## config.mk

```make
export PLATFORM = sky130hd
export DESIGN_NAME = ycbcr422_to_rgb
export DESIGN_NICKNAME = d
export VERILOG_FILES = /design/src/rtl/ycbcr_pkg.sv /design/src/rtl/ycbcr_rgb_matrix.sv /design/src/rtl/ycbcr422_to_rgb.sv
export SDC_FILE = /design/constraint.sdc
export NUM_CORES = 1
export LEC_CHECK = 0
export BUFFER_PORTS_ARGS = -buffer_cell sky130_fd_sc_hd__buf_2
export CAP_MARGIN = 20
export CORE_MARGIN = 3
export CORE_UTILIZATION = 43
export DETAILED_ROUTE_END_ITERATION = 10
export GPL_ROUTABILITY_DRIVEN = 0
export GPL_TIMING_DRIVEN = 0
export SKIP_LAST_GASP = 1
export SLEW_MARGIN = 10
export SYNTH_ARGS = -nofsm -noshare
export SYNTH_HDL_FRONTEND = slang
export SYNTH_SLANG_ARGS = --single-unit
```

## constraint.sdc

```tcl
create_clock -name in_clock -period 11.2 [get_ports in_clock]
set_input_delay 0.56 -clock in_clock [delete_from_list [all_inputs] [get_ports in_clock]]
set_output_delay 0.56 -clock in_clock [all_outputs]
set_load 0.05 [all_outputs]
```

## src/rtl/ycbcr_pkg.sv

```systemverilog
// Shared definitions for the 4:2:2 YCbCr to RGB converter: capture phases, matrix coefficients, clamp.
// Coefficients for both BT.601 limited range and full range (selected by YCBCR2RGB_FULL_RANGE_EN).
package ycbcr_pkg;

    typedef enum logic [1:0] {
        S_CB = 2'd0,
        S_Y0 = 2'd1,
        S_CR = 2'd2,
        S_Y1 = 2'd3
    } phase_t;

    // BT.601 limited range, 8 fractional bits
    localparam logic signed [19:0] LR_K_Y  = 20'sd298;
    localparam logic signed [19:0] LR_K_RV = 20'sd409;
    localparam logic signed [19:0] LR_K_GU = 20'sd100;
    localparam logic signed [19:0] LR_K_GV = 20'sd208;
    localparam logic signed [19:0] LR_K_BU = 20'sd516;

    // Full range (JPEG), 8 fractional bits
    localparam logic signed [19:0] FR_K_Y  = 20'sd256;
    localparam logic signed [19:0] FR_K_RV = 20'sd359;
    localparam logic signed [19:0] FR_K_GU = 20'sd88;
    localparam logic signed [19:0] FR_K_GV = 20'sd183;
    localparam logic signed [19:0] FR_K_BU = 20'sd454;

    localparam logic signed [9:0]  Y_OFS = 10'sd16;
    localparam logic signed [8:0]  C_OFS = 9'sd128;
    localparam logic signed [19:0] ROUND = 20'sd128;

    function automatic logic [7:0] clamp8(input logic signed [19:0] v);
        if (v < 20'sd0) begin
            return 8'd0;
        end else if (v > 20'sd255) begin
            return 8'hFF;
        end else begin
            return v[7:0];
        end
    endfunction

endpackage

```

## src/rtl/ycbcr_rgb_matrix.sv

```systemverilog
// Three-stage YCbCr 4:4:4 to RGB matrix: offset removal, coefficient products, sum/round/clamp.
// Full-range coefficients are used when YCBCR2RGB_FULL_RANGE_EN is defined.
module ycbcr_rgb_matrix
    import ycbcr_pkg::*;
#(
    parameter int COEF_FRAC = 8
) (
    input  logic       in_clock,
    input  logic       in_reset_n,
    input  logic       en,
    input  logic       in_valid,
    input  logic [7:0] y,
    input  logic [7:0] cb,
    input  logic [7:0] cr,
    output logic       out_valid,
    output logic [7:0] out_r,
    output logic [7:0] out_g,
    output logic [7:0] out_b
);

`ifdef YCBCR2RGB_FULL_RANGE_EN
    localparam logic signed [19:0] K_Y  = FR_K_Y;
    localparam logic signed [19:0] K_RV = FR_K_RV;
    localparam logic signed [19:0] K_GU = FR_K_GU;
    localparam logic signed [19:0] K_GV = FR_K_GV;
    localparam logic signed [19:0] K_BU = FR_K_BU;
    logic signed [9:0] yo_next;
    assign yo_next = $signed({2'b00, y});
`else
    localparam logic signed [19:0] K_Y  = LR_K_Y;
    localparam logic signed [19:0] K_RV = LR_K_RV;
    localparam logic signed [19:0] K_GU = LR_K_GU;
    localparam logic signed [19:0] K_GV = LR_K_GV;
    localparam logic signed [19:0] K_BU = LR_K_BU;
    logic signed [9:0] yo_next;
    assign yo_next = $signed({2'b00, y}) - Y_OFS;
`endif

    logic signed [8:0]  cbo_next, cro_next;
    logic               v1_reg, v2_reg;
    logic signed [9:0]  yo_reg;
    logic signed [8:0]  cbo_reg, cro_reg;
    logic signed [19:0] py_reg, prv_reg, pgu_reg, pgv_reg, pbu_reg;
    logic signed [19:0] sum_r, sum_g, sum_b;

    assign cbo_next = $signed({1'b0, cb}) - C_OFS;
    assign cro_next = $signed({1'b0, cr}) - C_OFS;

    assign sum_r = py_reg + prv_reg + ROUND;
    assign sum_g = py_reg - pgu_reg - pgv_reg + ROUND;
    assign sum_b = py_reg + pbu_reg + ROUND;

    always_ff @(posedge in_clock) begin
        if (!in_reset_n) begin
            v1_reg    <= 1'b0;
            yo_reg    <= '0;
            cbo_reg   <= '0;
            cro_reg   <= '0;
            v2_reg    <= 1'b0;
            py_reg    <= '0;
            prv_reg   <= '0;
            pgu_reg   <= '0;
            pgv_reg   <= '0;
            pbu_reg   <= '0;
            out_valid <= 1'b0;
            out_r     <= '0;
            out_g     <= '0;
            out_b     <= '0;
        end else if (en) begin
            v1_reg    <= in_valid;
            yo_reg    <= yo_next;
            cbo_reg   <= cbo_next;
            cro_reg   <= cro_next;
            v2_reg    <= v1_reg;
            py_reg    <= 20'(yo_reg) * K_Y;
            prv_reg   <= 20'(cro_reg) * K_RV;
            pgu_reg   <= 20'(cbo_reg) * K_GU;
            pgv_reg   <= 20'(cro_reg) * K_GV;
            pbu_reg   <= 20'(cbo_reg) * K_BU;
            out_valid <= v2_reg;
            out_r     <= clamp8(sum_r >>> COEF_FRAC);
            out_g     <= clamp8(sum_g >>> COEF_FRAC);
            out_b     <= clamp8(sum_b >>> COEF_FRAC);
        end
    end

    coef_frac_chk: assert property (@(posedge in_clock) COEF_FRAC == 8);

endmodule

```

## src/rtl/ycbcr422_to_rgb.sv

```systemverilog
// 4:2:2 (Cb,Y0,Cr,Y1) byte stream to RGB pixel stream with valid/ready backpressure.
// Define YCBCR2RGB_FULL_RANGE_EN for full-range decode; default is BT.601 limited range.
module ycbcr422_to_rgb
    import ycbcr_pkg::*;
#(
    parameter int COEF_FRAC        = 8,
    parameter bit PIPE_STALL_CHECK = 1'b1
) (
    input  logic       in_clock,
    input  logic       in_reset_n,
    input  logic       in_valid,
    output logic       in_ready,
    input  logic [7:0] in_data,
    input  logic       in_sof,
    output logic       out_valid,
    input  logic       out_ready,
    output logic [7:0] out_r,
    output logic [7:0] out_g,
    output logic [7:0] out_b
);

    phase_t     phase_reg, phase_next;
    logic [7:0] cb_reg, y0_reg, cr_reg;
    logic [7:0] iss_y, iss_cr;
    logic       adv, accept, issue;

    assign adv      = !out_valid || out_ready;
    assign in_ready = adv;
    assign accept   = in_valid && adv;

    // Pixel0 takes Cr straight from the bus, pixel1 takes Y1 straight from the bus.
    always_comb begin
        phase_next = phase_reg;
        issue      = 1'b0;
        iss_y      = y0_reg;
        iss_cr     = cr_reg;
        if (accept) begin
            if (in_sof) begin
                phase_next = S_Y0;
            end else begin
                case (phase_reg)
                    S_CB: phase_next = S_Y0;
                    S_Y0: phase_next = S_CR;
                    S_CR: begin
                        issue      = 1'b1;
                        iss_cr     = in_data;
                        phase_next = S_Y1;
                    end
                    S_Y1: begin
                        issue      = 1'b1;
                        iss_y      = in_data;
                        phase_next = S_CB;
                    end
                    default: phase_next = S_CB;
                endcase
            end
        end
    end

    always_ff @(posedge in_clock) begin
        if (!in_reset_n) begin
            phase_reg <= S_CB;
            cb_reg    <= '0;
            y0_reg    <= '0;
            cr_reg    <= '0;
        end else begin
            phase_reg <= phase_next;
            if (accept) begin
                if (in_sof || phase_reg == S_CB) cb_reg <= in_data;
                if (!in_sof && phase_reg == S_Y0) y0_reg <= in_data;
                if (!in_sof && phase_reg == S_CR) cr_reg <= in_data;
            end
        end
    end

    ycbcr_rgb_matrix #(
        .COEF_FRAC(COEF_FRAC)
    ) u_matrix (
        .in_clock  (in_clock),
        .in_reset_n(in_reset_n),
        .en        (adv),
        .in_valid  (issue),
        .y         (iss_y),
        .cb        (cb_reg),
        .cr        (iss_cr),
        .out_valid (out_valid),
        .out_r     (out_r),
        .out_g     (out_g),
        .out_b     (out_b)
    );

    generate
        if (PIPE_STALL_CHECK) begin : g_stall_chk
            hold_chk: assert property (@(posedge in_clock) disable iff (!in_reset_n)
                (out_valid && !out_ready) |=>
                (out_valid && $stable(out_r) && $stable(out_g) && $stable(out_b)));
        end
    endgenerate

endmodule

```

### Word-level counts from Yosys, hierarchy flattened

Cells that the tools add are included.

* add/subtract/negate cells: 10
* multipliers: 5
* order comparisons: 6
* equality and inequality tests: 3
* mux-type cells: 17
* reduce and logical (&&, ||, !) cells: 12

Operators with widths (number)
* $mux W8: 12
* $add A20 B9 Y20 const B: 3
* $add A20 B20 Y20: 2
* $sub A20 B20 Y20: 2
* $gt A12 B9 Y1 const B: 3
* $lt A12 B1 Y1 const B: 3
* $mul A9 B9 Y18 const B: 2
* $mul A9 B10 Y19 const B: 1
* $sub A8 B8 Y9 const B: 2
* $mul A9 B6 Y15 const B: 1
* $mul A9 B5 Y14 const B: 1
* $sub A8 B5 Y9 const B: 1
* $pmux W2 S4: 1
* $reduce_and A2 Y1: 3
* $eq A2 B2 Y1 const B: 2
* $logic_and A1 B1 Y1: 3
* $mux W1: 3
* $eq A2 B1 Y1 const B: 1
* $logic_not A1 Y1: 2
* $logic_not A2 Y1: 1
* $logic_or A1 B1 Y1: 2
* $mux W2: 1
* $reduce_or A2 Y1: 1

* bits in registers: 171
* input bits: 13
* word-level logic and storage cells: 71

### Logic depth before layout (Yosys ltp)

* depth in word-level cells: 6
* mapped depth: 19

### Cells and area by module

From an unflattened synthesis, not the netlist that was laid out.

* cells, all modules: 1473
* area, all modules: 13401.6 sq um

Modules (own cells, without submodules)
* ycbcr_rgb_matrix: instances 1, cells an instance 1347, area each 12109.1 sq um, sequential area each 2622.5 sq um
* ycbcr422_to_rgb: instances 1, cells an instance 126, area each 1292.5 sq um, sequential area each 520.5 sq um

### Least setup slack after synthesis

No wires, ideal clock.

* kind: flip-flop to flip-flop
* from: register u_matrix.cro_reg[3]
* to: register u_matrix.prv_reg[18]
* data arrival time: 4.259 ns
* required time: 11.106 ns
* path slack: 6.847 ns
* stages on the path, launching flop included: 17
* clock period less this slack: 4.353 ns
* cell sequence: dfxtp_1 -> ha_1 -> ha_1 -> inv_1 -> fa_1 -> fa_1 -> inv_1 -> ha_1 -> fa_1 -> a21o_1 -> a21oi_1 -> o21bai_1 -> a31oi_1 -> o21ai_0 -> o41ai_1 -> mux2_2 -> o31ai_1

* word-level cells in the longest chain between the ends: 1

RTL lines
* start, declared: RTL line ycbcr_rgb_matrix.sv:42 `logic signed [8:0] cbo_reg, cro_reg;`
* start signal, assigned: RTL line ycbcr_rgb_matrix.sv:73 `cro_reg <= cro_next;`
* $mul A9 B10 Y19: RTL line ycbcr_rgb_matrix.sv:76 `prv_reg <= 20'(cro_reg) * K_RV;`
* end signal, assigned: RTL line ycbcr_rgb_matrix.sv:76
* end, declared: RTL line ycbcr_rgb_matrix.sv:43 `logic signed [19:0] py_reg, prv_reg, pgu_reg, pgv_reg, pbu_reg;`

Every way passes these cells.
A chain may end at the register's enable or synchronous reset.

### Final worst setup path

* from: register u_matrix.cro_reg[7]
* to: register u_matrix.prv_reg[18]

Same word-level chain as after synthesis.

==> impl_metrics.tcl <==
set metrics [dict create \
    status "completed" \
    crit_end "u_matrix.prv_reg[18]" \
    clock-sinks 157 \
    clk_latency_ns 0.44 \
    multi_input_area_mm2 0.00894 \
    drv_cap 0 \
    final_cell_mix "ha_1, inv_1, nand2_1, dfxtp_1, a21oi_1" \
    cts.reportedPaths.clkPinSlew_ns 0.07 \
    routedWlPerCell_um 17.3 \
    relSlewSlack_pct 31.1 \
    cts_inserted_buffers 17 \
    antenna_found_initial 0 \
    tns_ns 0 \
    post_cts_buffers 0 \
    fillers 2944 \
    crit_arrival_ns 5.42 \
    start_util_pct 43.8 \
    fin_area_mm2 0.0143 \
    worstPathMaxFanout 10 \
    p_leak_nw 7.37 \
    synth_top_area_cell "ha_1" \
    p_per_area_mw_per_mm2 179 \
    dieArea_mm2 0.0325 \
    first_pass_iters 4 \
    hold_violations 0 \
    ant_nets 0 \
    cts_tree "built" \
    fin_crit_sh_pct 45.4 \
    hold_depth 3 \
    dpl.hpwl_um 27500 \
    rows 63 \
    ys_types 73 \
    antenna_cells 0 \
    yosysSeqAreaShare_pct 24.1 \
    cts-resized-gates 0 \
    grt_usage_pct 21.4 \
    grt_pass1_vias 10500 \
    synth_seq_cells 157 \
    dr_total_vias 10400 \
    yosysTopAreaCellShare_pct 25.1 \
    ioPinCount 39 \
    drc 0 \
    placed_area_mm2 0.0137 \
    rsz0062_at_grt "no" \
    hold_ws_ns 0.414 \
    cp.required_ns 11.53 \
    avgSynthCellArea_um2 8.65 \
    syn_to_final_growth_pct 9.76 \
    grt_max_degree 17 \
    holdBufCountCts 0 \
    hold_class "input pin to register" \
    core-area_mm2 0.0298 \
    root_buffer "clkbuf_16" \
    slew_violations 0 \
    clk_path_buf_depth 2 \
    r2r-end "u_matrix.prv_reg[18]" \
    die_h_um 180 \
    start_kind "register" \
    drive_above_1_share_pct 6.40 \
    worstMarginPinSlew_ns 1.03 \
    crit_path_end_kind "register" \
    r2r_start "u_matrix.cro_reg[7]" \
    htreeDepth 4 \
    grt_pass1_wl_um 55600 \
    vias_per_cell 5.30 \
    power_mw 2.57 \
    fmax_mhz 197 \
    nNetsFinal 1895 \
    final_common_cell "ha_1" \
    synth_cells 1510 \
    critical_path_class "register to register" \
    netlist_area_mm2 0.0131 \
    crit_path_start "u_matrix.cro_reg[7]" \
    min_period_ns 5.09 \
    finalSetupViolCount 0 \
    globalRoute.totalOverflow 0 \
    routed_wl_um 34100 \
    worstRegToRegCells 15 \
    die_w_um 180 \
    ys_top_cells_by_area "ha_1, dfxtp_1, fa_1, inv_1, nand2_1" \
    peakVddDrop_mv 0.106 \
    io_buffers 37 \
    seq_area_mm2 0.00314 \
    drt_iter0_drc 586 \
    synth_flop_cell "dfxtp_1" \
    largest_reg_flops 19 \
    async_reset_ff_share_pct 0 \
    reg2reg_slack_ns 6.11 \
    syn_nets 1839 \
    fin_skew_ns 0.0144 \
    synth_edf_count 0 \
    yosysWarningCount 0 \
]
==> critical path, stage by stage (launching register included) <==
cell and delay [ns]:
dfxtp_1 0.69, inv_1 0.40, ha_1 0.39, inv_1 0.05, ha_1 0.30, ha_1 0.33, fa_1 0.48, ha_1 0.31
ha_1 0.34, a21oi_1 0.27, o21bai_1 0.12, a31oi_1 0.27, o21ai_0 0.17, o41ai_1 0.39, mux2_2 0.38, o31ai_1 0.07
==> routing by layer <==
| layer | track usage, % | share of wire (%) | vias to the layer above |
|---|---|---|---|
| met5 | 0 | 0 | - |
| met4 | 6.91 | 2.9 | 0 |
| met3 | 2.22 | 3.3 | 49 |
| met2 | 35.4 | 46 | 193 |
| met1 | 29.2 | 48 | 4921 |
| li1 | - | - | 5267 |
==> synth_stat cells, drive strengths merged (24+ instances only) <==
cell	instances
xnor2	49
fa	54
inv	204
nand3	34
a21oi	133
nor2	80
nand2	192
a21o	33
a211oi	24
dfxtp	157
o21ai	38
ha	262
clkbuf	38
==> through the flow <==
stage                     setup WS (ns)  std cells  util (%)
after global placement             6.06       1937      46.1
after global routing               5.70       1969      48.1
after CTS                          6.00       1969      48.1
final                              6.11       1969      48.1
after detailed placement           6.05       1937      46.1
after floorplan                    6.85       1510         -
==> worst min-delay path by stage <==
stage                                 start             endpoint  slack, ns
final                            in_data[3]            y0_reg[3]       0.41
after global routing             in_data[6]            y0_reg[6]       0.43
after CTS                        in_data[7]            y0_reg[7]       0.40
after detailed placement  u_matrix.out_g[6]    u_matrix.out_g[6]       0.44
after global placement    u_matrix.out_g[6]    u_matrix.out_g[6]       0.43
after floorplan                   cb_reg[7]  u_matrix.cbo_reg[7]       0.41
==> power by group <==
part | total, mW | switching (mW) | internal [mW]
Clock | 0.604 | 0.270 | 0.334
Sequential | 0.709 | 0.0831 | 0.626
Combinational | 1.25 | 0.731 | 0.521
==> cells by family (layout without fill, tap and decap cells) <==
kind of cell	Yosys count	in the layout	synth area share, %
simple gates	371	371	12.4
compound gates	321	321	16.0
fa+ha+maj	316	316	33.4
buf+inv	252	321	7.49
flops	157	157	24.1
xor+xnor	69	69	4.77
mux	24	24	1.94
==> area by class of cell <==
type / instances / share of cell area, %
multi-input cells: 1101 / 62.4
inverters: 204 / 5.34
repair buffers: 37 / 1.29
clock buffers: 20 / 3.26
plain buffers: 48 / 1.48
clock inverters: 12 / 0.943
well taps: 390 / 3.40
flip-flops and latches: 157 / 21.9
No activity file was read; power rests on OpenSTA's default activity.
